<file path="src/rtl/pmod_arbiter_pkg.sv">
// Shared types and helpers for the PMOD ownership arbiter.
// The owner code NUM_SS always denotes the core.
package pmod_arbiter_pkg;

    typedef enum logic [0:0] {
        ST_ACTIVE = 1'b0,
        ST_DRAIN  = 1'b1
    } arb_state_e;

    // Any request outside 0..num_ss-1 is a request for the core.
    function automatic logic [7:0] norm_sel(input logic [7:0] sel, input logic [7:0] num_ss);
        return (sel < num_ss) ? sel : num_ss;
    endfunction

endpackage

</file>
<file path="src/rtl/pmod_sync.sv">
// Multi-stage synchroniser for the asynchronous PMOD pad inputs.
// Stage 0 samples the pad; the last stage is the only safe output.
module pmod_sync #(
    parameter int WIDTH  = 8,
    parameter int STAGES = 2
) (
    input  logic             clk_in,
    input  logic             reset_in,
    input  logic [WIDTH-1:0] d_in,
    output logic [WIDTH-1:0] q_out
);

    logic [STAGES-1:0][WIDTH-1:0] sync_q;
    logic [STAGES-1:0][WIDTH-1:0] sync_d;

    always_comb begin
        sync_d = {sync_q[STAGES-2:0], d_in};
    end

    always_ff @(posedge clk_in or posedge reset_in) begin
        if (reset_in) begin
            sync_q <= '0;
        end else begin
            sync_q <= sync_d;
        end
    end

    assign q_out = sync_q[STAGES-1];

endmodule

</file>
<file path="src/rtl/pmod_arbiter.sv">
// Hands the PMOD GPIO pins between the core and a set of subsystems,
// tristating the pins for a guard period on every change of owner.
module pmod_arbiter
    import pmod_arbiter_pkg::*;
#(
    parameter int IOCELL_CFG_W = 5,
    parameter int IOCELL_COUNT = 26,
    parameter int NUM_GPIO     = 8,
    parameter int NUM_SS       = 5,
    parameter int GUARD_CYCLES = 4,
    parameter int SYNC_STAGES  = 2
) (
    input  logic                                clk_in,
    input  logic                                reset_in,
    input  logic [IOCELL_COUNT*IOCELL_CFG_W-1:0] cell_cfg_from_core,
    output logic [IOCELL_COUNT*IOCELL_CFG_W-1:0] cell_cfg_to_io,
    input  logic [NUM_GPIO-1:0]                 gpio_from_core,
    output logic [NUM_GPIO-1:0]                 gpio_to_core,
    input  logic [NUM_GPIO-1:0]                 gpio_from_io,
    output logic [NUM_GPIO-1:0]                 gpio_to_io,
    input  logic [7:0]                          pmod_sel,
    input  logic [NUM_SS*NUM_GPIO-1:0]          ss_pmod_gpio_oe,
    input  logic [NUM_SS*NUM_GPIO-1:0]          ss_pmod_gpo,
    output logic [NUM_SS*NUM_GPIO-1:0]          ss_pmod_gpi,
    output logic [NUM_SS-1:0]                   ss_grant,
    output logic                                switch_busy,
    output logic [7:0]                          active_sel
);

    localparam int         PMOD_BASE  = IOCELL_COUNT - NUM_GPIO;
    localparam logic [7:0] OWNER_CORE = 8'(NUM_SS);
    localparam logic [7:0] GUARD_LOAD = 8'(GUARD_CYCLES - 1);

    arb_state_e          state_q, state_d;
    logic [7:0]          owner_q, owner_d;
    logic [7:0]          pending_q, pending_d;
    logic [7:0]          count_q, count_d;
    logic [7:0]          sel_n;
    logic [NUM_GPIO-1:0] gpio_sync;

    pmod_sync #(
        .WIDTH  (NUM_GPIO),
        .STAGES (SYNC_STAGES)
    ) u_sync (
        .clk_in   (clk_in),
        .reset_in (reset_in),
        .d_in     (gpio_from_io),
        .q_out    (gpio_sync)
    );

    assign gpio_to_core = gpio_sync;
    assign sel_n        = norm_sel(pmod_sel, OWNER_CORE);

    always_ff @(posedge clk_in or posedge reset_in) begin
        if (reset_in) begin
            state_q   <= ST_ACTIVE;
            owner_q   <= OWNER_CORE;
            pending_q <= OWNER_CORE;
            count_q   <= '0;
        end else begin
            state_q   <= state_d;
            owner_q   <= owner_d;
            pending_q <= pending_d;
            count_q   <= count_d;
        end
    end

    // A new request during DRAIN restarts the guard; the owner only changes once
    // the request has been stable for the whole guard period.
    always_comb begin
        state_d   = state_q;
        owner_d   = owner_q;
        pending_d = pending_q;
        count_d   = count_q;
        case (state_q)
            ST_ACTIVE: begin
                if (sel_n != owner_q) begin
                    state_d   = ST_DRAIN;
                    pending_d = sel_n;
                    count_d   = GUARD_LOAD;
                end
            end
            ST_DRAIN: begin
                if (sel_n != pending_q) begin
                    pending_d = sel_n;
                    count_d   = GUARD_LOAD;
                end else if (count_q == 8'd0) begin
                    owner_d = pending_q;
                    state_d = ST_ACTIVE;
                end else begin
                    count_d = count_q - 8'd1;
                end
            end
            default: begin
                state_d = ST_ACTIVE;
            end
        endcase
    end

    always_comb begin
        cell_cfg_to_io = cell_cfg_from_core;
        gpio_to_io     = '0;
        ss_pmod_gpi    = '0;
        ss_grant       = '0;
        for (int j = 0; j < NUM_GPIO; j++) begin
            cell_cfg_to_io[(PMOD_BASE + j) * IOCELL_CFG_W] = 1'b0;
        end
        if (state_q == ST_ACTIVE) begin
            if (owner_q == OWNER_CORE) begin
                gpio_to_io = gpio_from_core;
                for (int j = 0; j < NUM_GPIO; j++) begin
                    cell_cfg_to_io[(PMOD_BASE + j) * IOCELL_CFG_W] =
                        cell_cfg_from_core[(PMOD_BASE + j) * IOCELL_CFG_W];
                end
            end else begin
                for (int k = 0; k < NUM_SS; k++) begin
                    if (owner_q == 8'(k)) begin
                        gpio_to_io = ss_pmod_gpo[k*NUM_GPIO +: NUM_GPIO];
                        ss_pmod_gpi[k*NUM_GPIO +: NUM_GPIO] = gpio_sync;
                        ss_grant[k] = 1'b1;
                        for (int j = 0; j < NUM_GPIO; j++) begin
                            cell_cfg_to_io[(PMOD_BASE + j) * IOCELL_CFG_W] =
                                ss_pmod_gpio_oe[k*NUM_GPIO + j];
                        end
                    end
                end
            end
        end
    end

    assign switch_busy = (state_q == ST_DRAIN);
    assign active_sel  = owner_q;

endmodule

</file>
<file path="config.mk">
export PLATFORM = sky130hd
export DESIGN_NAME = pmod_arbiter
export DESIGN_NICKNAME = d
export VERILOG_FILES = /design/src/rtl/pmod_arbiter_pkg.sv /design/src/rtl/pmod_sync.sv /design/src/rtl/pmod_arbiter.sv
export SDC_FILE = /design/constraint.sdc
export NUM_CORES = 1
export LEC_CHECK = 0
export ABC_AREA = 1
export ABC_CLOCK_PERIOD_IN_PS = 2250
export BUFFER_PORTS_ARGS = -buffer_cell sky130_fd_sc_hd__buf_2
export CAP_MARGIN = 10
export CORE_AREA = 5 5 166 168
export CTS_BUF_LIST = sky130_fd_sc_hd__clkbuf_8 sky130_fd_sc_hd__clkbuf_16
export CTS_CLUSTER_SIZE = 40
export DETAILED_ROUTE_END_ITERATION = 6
export DIE_AREA = 0 0 171 173
export PLACE_DENSITY = 0.5
export SYNTH_ARGS = -nofsm -noshare
export SYNTH_HDL_FRONTEND = slang
export SYNTH_SLANG_ARGS = --single-unit
</file>
<file path="constraint.sdc">
create_clock -name clk_in -period 2.25 [get_ports clk_in]
set_input_delay 0.3375 -clock clk_in [delete_from_list [all_inputs] [get_ports clk_in]]
set_output_delay 0.3375 -clock clk_in [all_outputs]
set_load 0.05 [all_outputs]
</file>
==> summary.md, run 1 <==
| Metric | Value |
|---|---|
| Max Root-Sink Buffers | 2 |
| Post-synth top cells | buf_4 (122), nand2_1 (111), nor2_1 (60), inv_1 (52), dfrtp_1 (37) |
| Leak Pwr | 0.00280 µW |
| Top cell type's share of synthesized area | 24.7% |
| Setup WS pre-CTS | -134 ps |
| Total GRT Usage | 11.6% |
| Final slew viol count | 0 |
| Worst Max-Slew Pin Slew | 613 ps |
| Initial Util | 14.6% |
| Layout cells sized above 1 | 61.3% |
| Filler cell count | 2840 |
| Hold path start | gpio_from_io[6] |
| CTS buffer count | 5 |
| Status | finished, violations left |
| Net Sw Power | 2110 µW |
| Seq pwr share | 21.2% |
| Period minus WS final | 2460 ps |
| Max FO, Critical Path | 6 |
| Comb power frac | 63.7% |
| Synth async-reset ratio | 100% |
| Internal | 2410 µW |
| DP HPWL | 14700 µm |
| Global route overflow | 0 |
| WL final | 18900 µm |
| DRT antenna net count | 0 |
| Count leader, synth | buf_4 |
| # rows | 59 |
| Vias/cell | 3.90 |
| Power Dens Cells | 732 nW/µm² |
| Rel. slew slack | 59.1% |
| Synth-to-Final Area Change | 64.4% |
| Clock latency on the worst-skew pair | 280 ps |
| CTS root buffer | clkbuf_16 |
| Global-route wire length before repair | 25800 µm |
| CTS sink count | 41 |
| Count of cell types in the netlist | 32 |
| Pin count of the biggest net entering global routing | 42 |
| Number of global-route vias before repair | 4036 |
| DIE WIDTH | 171 µm |
| Net Count, Synth | 772 |
| Final Hold Fails | 0 |
| Commonest register cell after synthesis | dfrtp_1 |
| Setup violators final | 53 |
| Clk slew on worst S/H paths | 60 ps |
| Seq cells post-synth | 41 |
| Top cells by area, synth | dfrtp_1 (25%), buf_4 (24%), nand2_1 (11%) |
| Sw frac | 46.6% |
| Register area share after synthesis | 27.5% |
| Residual DRC count | 0 |
| Final RePlAce weighted congestion | 0.751 |
| Worst EP required | 1910 ps |
| Peak VDD IR | 0.000290 V |
| RR Startpoint | count_q[0]$_DFFE_PP0P_ |
| CTS Hold Buffers Added | 0 |
| Endpoint class of the critical path | primary output |
| Failing checks | setup timing |
| Vias | 3872 |
| Final #Nets | 893 |
| CP Launch Type | flip-flop |
| Die area | 29600 µm² |
| Worst Setup Slack, final | -206 ps |
| Worst Path Class, Setup | flip-flop to primary output |
| First-pass detailed-route iteration total | 4 |
| Mapped Area | 3750 µm² |
| PortBufs | 191 |
| Core area | 25800 µm² |
| Die height | 173 µm |
| Fin crit share | 109% |
| Max Clk Rate | 407 MHz |
| Yosys warns | 0 |
| RSZ-0062 raised after global routing | true |
| CTS tree | done |
| Wire length per cell | 19.0 µm |
| Antenna violations before repair | 3 |
| Hold WC Path Type | input port to flip-flop |
| Mapped Cells | 535 |
| H-tree depth | 2 |
| Worst Path Arrival | 2120 ps |
| Util after Layout | 24.0% |
| Clk pwr share | 15.1% |
| Avg Cell Area, Syn | 7.02 µm² |
| CP startpoint | active_sel[0]$_DFFE_PP1P_ |
| DR iter-0 viols | 115 |
| IO Pins | 436 |
| Max_cap viols | 0 |
| Worst-case clock skew | 9.17 ps |
| Largest area contributor in the netlist | dfrtp_1 |
| Number of enable flip-flop cells after synthesis | 0 |
repair_timing:
action | 4_1_cts | 5_1_grt
endpoints found under the setup margin | 59 | 60
buffers inserted | 5 | 8
pin swaps | 8 | 23
gates resized for setup | 122 | 93
gates cloned | 0 | 3
layout by cell type (no fill, tap or decap), drive strengths merged, types with 3 or more instances in the layout:
cell type | synthesis | final
buf | 130 | 241
nand2 | 119 | 119
nor2 | 65 | 65
inv | 58 | 57
dfrtp | 37 | 37
a21oi | 36 | 36
o21ai | 26 | 26
nand3 | 16 | 16
nand4 | 14 | 14
nor3 | 11 | 11
a31oi | 9 | 9
clkbuf | 1 | 9
dfstp | 4 | 4
xor2 | 3 | 3
xnor2 | 3 | 3
stage by stage:
stage                     instances  instance area [µm²]  hold slack (ps)  setup TNS [ps]  power (µW)
after floorplan                 535                 4270              331           -9510        3030
after global placement          973                 5170              332            -738        3330
after detailed placement        973                 5170              336           -1100        3340
after CTS                       986                 5720              148           -7940        4210
after global routing            992                 6170              146          -10550        4840
final                           993                 6170              156           -5210        4520
power by group through the flow:
stage               Sequential, µW  Combinational [µW]  Clock, µW
finish                         959                2880        681
global route                   972                3130        743
CTS                            955                2550        710
detailed placement             967                2380          0
global placement               965                2360          0
floorplan                     1070                1960          0
layout make-up:
| class | instances | area (µm²) | share of cell area, % |
|---|---|---|---|
| Antenna cell | 1 | 2.50 | 0.0405 |
| Tap cell | 335 | 419 | 6.79 |
| Timing Repair Buffer | 245 | 2060 | 33.4 |
| Clock buffer | 5 | 125 | 2.03 |
| Multi-Input combinational cell | 305 | 2270 | 36.7 |
| Inverter | 58 | 240 | 3.89 |
| Clock inverter | 3 | 12.5 | 0.203 |
| Sequential cell | 41 | 1050 | 16.9 |
worst paths after layout:
path	end	slack (ps)	depth (start not counted)
worst max-delay path	gpio_to_io[6]	-210	11
worst min-delay path	u_sync.sync_d[14]$_DFF_PP0_	160	1
worst max register to register	count_q[4]$_DFFE_PP0P_	340	11
worst min register to register	u_sync.q_out[5]$_DFF_PP0_	350	0
max in group asynchronous	active_sel[1]$_DFFE_PP0P_	1680	3
min in group asynchronous	u_sync.sync_d[15]$_DFF_PP0_	180	3
registers in the layout (all words and copies together), names as in the netlist:
signal,count
u_sync.sync_d,8
u_sync.q_out,8
count_q,8
pending_q,8
active_sel,8
switch_busy,1
cells by family (layout without fill, tap and decap cells):
kind of cell | count (synthesis) | count (layout) | synth area share (%)
compound gates | 71 | 71 | 10.3
flops | 41 | 41 | 27.5
xor+xnor | 6 | 6 | 1.40
simple gates | 227 | 227 | 28.3
buf+inv | 189 | 311 | 32.2
other cells | 0 | 1 | 0
fa+ha+maj | 1 | 1 | 0.333
critical path, cell delays in order (launching register included):
cell and delay [ps]:
dfstp_4 630, inv_4 50, nor2_4 90, inv_2 40, nor2_1 140, nand2_2 100
clkinv_4 100, buf_12 130, nand2_1 70, and3_4 190, a31oi_4 130, buf_6 180
per-layer routing:
metal  share of wire (%)  global-route usage, %
met5                0.43                   1.51
met4                 3.9                   4.49
met3                  12                   5.75
met2                  48                   18.7
met1                  36                   12.9
Note: power is estimated with default switching activity, not from simulation.
==> run 2, diff against run 1 <==
MAX_ROUTING_LAYER = met4   (was not set)
TNS_END_PERCENT = 1   (was not set)
==> run 2 against run 1 <==
Compared with the run above:
- the run still ends with setup timing left
- sequential share of layout area is 1.5 points higher
- clock skew is 3.6 ps lower
- final area is 8.4% lower
- routed wire length is 1.1% higher
- total power is 11% lower
- die area stayed put
- final cell count is 0.10% higher
- critical path depth is 3 lower
- combinational power is 18% lower
- flip-flop and latch count stayed put
- via count is 1.1% lower
- global-route usage is 0.89 points higher
==> summary.md, run 2 (synthesis gave the netlist of run 1 again) <==
| Metric | Value |
|---|---|
| Status | finished, violations left (unchanged) |
| Failing checks | setup timing (unchanged) |
| IO Pins | 436 (unchanged) |
| Synth-to-Final Area Change | 50.6% (was 64.4%) |
| FF-to-FF End | count_q[6]$_DFFE_PP0P_ (was count_q[4]$_DFFE_PP0P_) |
| Layout cells sized above 1 | 56.0% (was 61.3%) |
| Final #Nets | 890 (was 893) |
| Worst Path Arrival | 2020 ps (was 2120 ps) |
| Overall power | 4040 µW (was 4520 µW) |
| Die height | 173 µm (unchanged) |
| PortBufs | 191 (unchanged) |
| Vias | 3831 (was 3872) |
| Register area | 1040 µm² (was 1050 µm²) |
| Fin crit share | 105% (was 109%) |
| Wire length per cell | 19.2 µm (was 19.0 µm) |
| Non-Filler Instances | 994 (was 993) |
| Global-route wire length before repair | 26800 µm (was 25800 µm) |
| Total GRT Usage | 12.4% (was 11.6%) |
| WL final | 19100 µm (was 18900 µm) |
| Crit path depth | 8 (was 11) |
| Filler cell count | 2881 (was 2840) |
| Crit path top cell by count | nor2_4 |
| Setup violators final | 48 (was 53) |
| Area post-placement | 4700 µm² (was 5170 µm²) |
| H-tree depth | 2 (unchanged) |
| RR Startpoint | count_q[0]$_DFFE_PP0P_ (unchanged) |
| Antenna violations before repair | 8 (was 3) |
| RSZ-0062 raised after global routing | true (unchanged) |
| CTS Hold Buffers Added | 0 (unchanged) |
| Clock latency on the worst-skew pair | 290 ps (was 280 ps) |
| CTS tree | done (unchanged) |
| R2R Setup Slk | 400 ps (was 340 ps) |
| Final RePlAce weighted congestion | 0.792 (was 0.751) |
| CP cell instances | nand2_4 > nor3_4 > inv_2 > nor2_4 > clkinvlp_4 > buf_12 > nor2_4 > buf_8 (was inv_4 > nor2_4 > inv_2 > nor2_1 > nand2_2 > clkinv_4 > buf_12 > nand2_1 > and3_4 > a31oi_4 > buf_6) |
| Cells after DPL | 965 (was 973) |
| Period minus WS final | 2360 ps (was 2460 ps) |
| DRT antenna net count | 0 (unchanged) |
| Final TNS setup | -2500 ps (was -5210 ps) |
| Clk slew on worst S/H paths | 60 ps (about the same) |
| Commonest non-fill, non-tap cells in the layout | buf_2 (132), nand2_1 (102), buf_6 (49), inv_1 (43), buf_4 (41) (was buf_2 (131), nand2_1 (97), inv_1 (45), nor2_4 (42)) |
| Vias/cell | 3.85 (was 3.90) |
| Worst Path Class, Setup | flip-flop to primary output (unchanged) |
| Util after Layout | 21.9% (was 24.0%) |
| Critical path's top delay family | flip-flops (unchanged) |
| Commonest non-fill, non-tap cell in the layout | buf_2 (unchanged) |
| Worst-case clock skew | 5.60 ps (was 9.17 ps) |
| Hold WC Path Type | input port to flip-flop (unchanged) |
| CP Launch Type | flip-flop (unchanged) |
| Max Clk Rate | 424 MHz (was 407 MHz) |
| Hold path start | gpio_from_io[6] (unchanged) |
| Endpoint class of the critical path | primary output (unchanged) |
| Pin count of the biggest net entering global routing | 42 (unchanged) |
| Power Dens Cells | 715 nW/µm² (was 732 nW/µm²) |
| Worst Setup Slack, final | -107 ps (was -206 ps) |
| Leak Pwr | 0.00269 µW (was 0.00280 µW) |
| FF-to-FF path depth | 11 (unchanged) |
| Global route overflow | 0 (unchanged) |
| Residual DRC count | 0 (unchanged) |
| Hold Path Cell Cnt | 1 (unchanged) |
| DR iter-0 viols | 116 (was 115) |
| Worst EP required | 1910 ps (about the same) |
| # rows | 59 (unchanged) |
| CTS sink count | 41 (unchanged) |
| Slowest CP cell | dfstp_4 (unchanged) |
| CTS root buffer | clkbuf_16 (unchanged) |
| Design area | 5650 µm² (was 6170 µm²) |
| DP HPWL | 15400 µm (was 14700 µm) |
| Initial Util | 14.6% (unchanged) |
| Die area | 29600 µm² (unchanged) |
| Max_cap viols | 0 (unchanged) |
| Multi-input gate area | 1930 µm² (was 2270 µm²) |
| DIE WIDTH | 171 µm (unchanged) |
| Hold path endpoint | u_sync.sync_d[14]$_DFF_PP0_ (unchanged) |
| Final slew viol count | 0 (unchanged) |
| CP peak stage delay | 650 ps (was 630 ps) |
| Rel. slew slack | 61.0% (was 59.1%) |
| Peak VDD IR | 0.000345 V (was 0.000290 V) |
| CTS buffer count | 5 (unchanged) |
| Max FO, Critical Path | 6 (unchanged) |
| Crit path buf inv count | 4 (was 5) |
| Max Root-Sink Buffers | 2 (unchanged) |
| Worst Max-Slew Pin Slew | 584 ps (was 613 ps) |
| Final Hold Fails | 0 (unchanged) |
| Core area | 25800 µm² (unchanged) |
| First-pass detailed-route iteration total | 4 (unchanged) |
| Number of global-route vias before repair | 3979 (was 4036) |
==> run 2: report_power, final <==
part | internal (µW) | switching [µW] | total (µW) | leakage [µW]
Clock | 407 | 314 | 721 | 0.0000696
Combinational | 915 | 1450 | 2360 | 0.00212
Sequential | 863 | 92.6 | 956 | 0.000499
Total | 2190 | 1860 | 4040 | 0.00269
==> run 2: layout make-up <==
type | instances | area share, %
diodes | 5 | 0.221
flip-flops and latches | 41 | 18.4
inverters | 58 | 4.14
clock buffers | 5 | 2.21
repair buffers | 242 | 33.1
clock inverters | 3 | 0.310
well taps | 335 | 7.42
multi-input cells | 305 | 34.2
==> run 2: repair_timing <==
item                                   in CTS  in global routing
pin swaps                                  16                  8
setup buffers                               8                  6
resized for setup                         155                 50
cloned                                      1                  1
endpoints found under the hold margin       0                  0
setup endpoints to repair                  59                 59
==> run 2: stage by stage <==
| step | hold slack (ps) | worst slack (ps) |
|---|---|---|
| floorplan | 331 | -562 |
| global placement | 333 | -238 |
| detailed placement | 335 | -214 |
| CTS | 144 | -168 |
| global route | 144 | -225 |
| finish | 151 | -107 |
==> run 2: layer usage <==
layer | GRT usage (%) | part of all wire (%)
met1 | 13.8 | 37
met5 | - | 0
met4 | 6.60 | 5.6
met3 | 5.73 | 12
met2 | 18.6 | 46
==> run 2: worst max-delay path by stage <==
stage	startpoint	endpoint	slack (ps)
finish	active_sel[2]$_DFFE_PP1P_	ss_pmod_gpi[32]	-110
detailed placement	active_sel[2]$_DFFE_PP1P_	cell_cfg_to_io[95]	-210
global placement	active_sel[2]$_DFFE_PP1P_	cell_cfg_to_io[95]	-240
floorplan	active_sel[2]$_DFFE_PP1P_	ss_pmod_gpi[39]	-560
global route	active_sel[2]$_DFFE_PP1P_	gpio_to_io[2]	-220
CTS	active_sel[0]$_DFFE_PP1P_	gpio_to_io[4]	-170
==> run 3, diff against run 2 <==
CORE_AREA = 5 5 165 167   (was 5 5 166 168)
CTS_CLUSTER_SIZE = not set   (was 40)
DIE_AREA = 0 0 170 172   (was 0 0 171 173)
==> run 3 against run 2 <==
Compared with the run above:
- the flow still finishes with violations (setup timing)
- clock skew about the same
- via count down 1.0%
- final cell count down 0.40%
- highest routed layer unchanged
- largest power group unchanged
- utilization down 0.38 points
- fmax down 3.3%
- combinational power about the same
- setup slack worse by 81 ps
- count of clock-buffer cells in the layout up 1
==> summary.md, run 3 (synthesis gave the netlist of run 1 again) <==
| Metric | Value |
|---|---|
| Number of global-route vias before repair | 3904 (was 3979) |
| Setup violators final | 50 (was 48) |
| Status | finished, violations left (unchanged) |
| Worst setup path endpoint | cell_cfg_to_io[95] (was ss_pmod_gpi[32]) |
| CP startpoint | active_sel[2]$_DFFE_PP1P_ (unchanged) |
| Layout cells sized above 1 | 54.3% (was 56.0%) |
| Worst-case clock skew | 5.20 ps (was 5.60 ps) |
| Worst Max-Slew Pin Slew | 540 ps (was 584 ps) |
| Cells after DPL | 966 (was 965) |
| Fin crit share | 108% (was 105%) |
| Hold WC Path Type | input port to flip-flop (unchanged) |
| Core area | 25600 µm² (was 25800 µm²) |
| R2R Setup Slk | 260 ps (was 400 ps) |
| Initial Util | 14.7% (was 14.6%) |
| Clock latency on the worst-skew pair | 290 ps (about the same) |
| Period minus WS final | 2440 ps (was 2360 ps) |
| Residual DRC count | 0 (unchanged) |
| Die area | 29200 µm² (was 29600 µm²) |
| Final RePlAce weighted congestion | 0.797 (was 0.792) |
| Max FO, Critical Path | 4 (was 6) |
| GRT busiest layer | met2 (unchanged) |
| CTS buffer count | 5 (unchanged) |
| Endpoint class of the critical path | primary output (unchanged) |
| Clk slew on worst S/H paths | 60 ps (about the same) |
| Max_cap viols | 0 (unchanged) |
| GRT met3 Usage | 4.64% (was 5.73%) |
| DIE WIDTH | 170 µm (was 171 µm) |
| Final #Nets | 888 (was 890) |
| WL final | 17700 µm (was 19100 µm) |
| DP HPWL | 14400 µm (was 15400 µm) |
| Worst EP required | 1910 ps (about the same) |
| Antenna violations before repair | 4 (was 8) |
| Area post-placement | 4680 µm² (was 4700 µm²) |
| First-pass detailed-route iteration total | 4 (unchanged) |
| Final Hold Fails | 0 (unchanged) |
| Synth-to-Final Area Change | 47.1% (was 50.6%) |
| DR iter-0 viols | 213 (was 116) |
| Worst Setup Slack, final | -187 ps (was -107 ps) |
| FF-to-FF End | count_q[3]$_DFFE_PP0P_ (was count_q[6]$_DFFE_PP0P_) |
| Minimum hold slack | 150 ps (was 151 ps) |
| CTS tree | done (unchanged) |
| Vias | 3792 (was 3831) |
| Non-Filler Instances | 990 (was 994) |
| RSZ-0062 raised after global routing | true (unchanged) |
| Pin count of the biggest net entering global routing | 42 (unchanged) |
| Failing checks | setup timing (unchanged) |
| Vias/cell | 3.83 (was 3.85) |
| Max Clk Rate | 410 MHz (was 424 MHz) |
| Total GRT Usage | 11.6% (was 12.4%) |
| CTS root buffer | clkbuf_16 (unchanged) |
| Hold path start | gpio_from_io[1] (was gpio_from_io[6]) |
| FF-to-FF path depth | 10 (was 11) |
| Leak Pwr | 0.00270 µW (was 0.00269 µW) |
| Setup WS pre-CTS | -57.5 ps (was -214 ps) |
| Met2 GRT Util | 17.0% (was 18.6%) |
| CTS Hold Buffers Added | 0 (unchanged) |
| H-tree depth | 2 (unchanged) |
| Worst Path Arrival | 2100 ps (was 2020 ps) |
| Final slew viol count | 0 (unchanged) |
| Rel. slew slack | 64.0% (was 61.0%) |
| CP Launch Type | flip-flop (unchanged) |
| M1 GR Usage | 13.8% (about the same) |
| Max Root-Sink Buffers | 2 (unchanged) |
| # rows | 59 (unchanged) |
| RR Startpoint | count_q[0]$_DFFE_PP0P_ (unchanged) |
| Global route overflow | 0 (unchanged) |
| Die height | 172 µm (was 173 µm) |
| Design area | 5520 µm² (was 5650 µm²) |
| Wire length per cell | 17.9 µm (was 19.2 µm) |
| Power Dens Cells | 758 nW/µm² (was 715 nW/µm²) |
| Commonest non-fill, non-tap cell in the layout | buf_2 (unchanged) |
| DRT antenna net count | 0 (unchanged) |
| CTS sink count | 41 (unchanged) |
| Worst Path Class, Setup | flip-flop to primary output (unchanged) |
| IO Pins | 436 (unchanged) |
| Global-route wire length before repair | 24600 µm (was 26800 µm) |
| Commonest non-fill, non-tap cells in the layout | buf_2 (130), nand2_1 (103), buf_4 (48), inv_1 (47), buf_6 (44) (was buf_2 (132), nand2_1 (102), buf_6 (49), inv_1 (43), buf_4 (41)) |
| Peak VDD IR | 0.000435 V (was 0.000345 V) |
| PortBufs | 191 (unchanged) |
run 3: cell count changes in the layout (fill, tap and decap cells not counted), sizes merged:
cell,delta
clkbuf,+2
diode,-2
clkinv,-2
clkinvlp,-1
buf,-3
inv,+1
bufinv,+1
run 3: worst max-delay path: stages, from the launching register on:
cell	delay, ps
dfstp_4	640
inv_2	50
nand2_4	80
nor2_2	50
nand2_2	90
clkinv_4	100
buf_8	140
buf_12	120
nand2_1	60
nand2_2	50
a21oi_2	130
a31oi_1	100
buf_4	200
run 3: timing repair:
action,4_1_cts,5_1_grt
endpoints found under the setup margin,59,60
endpoints found under the hold margin,0,0
cloned,1,0
setup buffers,10,2
resized for setup,126,38
pin swaps,13,7
run 3: power breakdown:
part	internal, µW	total (µW)	switching (µW)	leakage (µW)
clock network	551	863	313	0.0000883
registers	863	960	97.5	0.000499
logic	944	2360	1420	0.00211
total	2360	4190	1830	0.00270
run 3: per-layer routing:
layer | up-vias | share of wire (%)
met3 | 91 | 9.5
met1 | 1712 | 39
met4 | 0 | 5.2
li1 | 1806 | -
met5 | - | 0
met2 | 183 | 46
run 3: area by class of cell:
type	instances	area, µm²
fillers	2816	20100
repair buffers	240	1830
multi-input cells	305	1820
flip-flops and latches	41	1040
well taps	335	419
inverters	58	234
clock buffers	6	139
clock inverters	2	33.8
diodes	3	7.51
run 3: how the worst min path moves through the flow:
stage,endpoint,cells past startpoint
2_1_floorplan,u_sync.q_out[0]$_DFF_PP0_,0
3_3_place_gp,u_sync.q_out[1]$_DFF_PP0_,0
3_5_place_dp,u_sync.q_out[3]$_DFF_PP0_,0
4_1_cts,u_sync.sync_d[8]$_DFF_PP0_,1
5_1_grt,u_sync.sync_d[8]$_DFF_PP0_,1
6_report,u_sync.sync_d[9]$_DFF_PP0_,1
run 3: metrics by stage:
| step | setup TNS, ps | total power, µW | util [%] |
|---|---|---|---|
| floorplan | -21010 | 2810 | - |
| global placement | -198 | 2970 | 18.3 |
| detailed placement | -82.6 | 2970 | 18.3 |
| CTS | -6690 | 4180 | 21.0 |
| global route | -11980 | 4490 | 21.6 |
| finish | -5230 | 4190 | 21.6 |
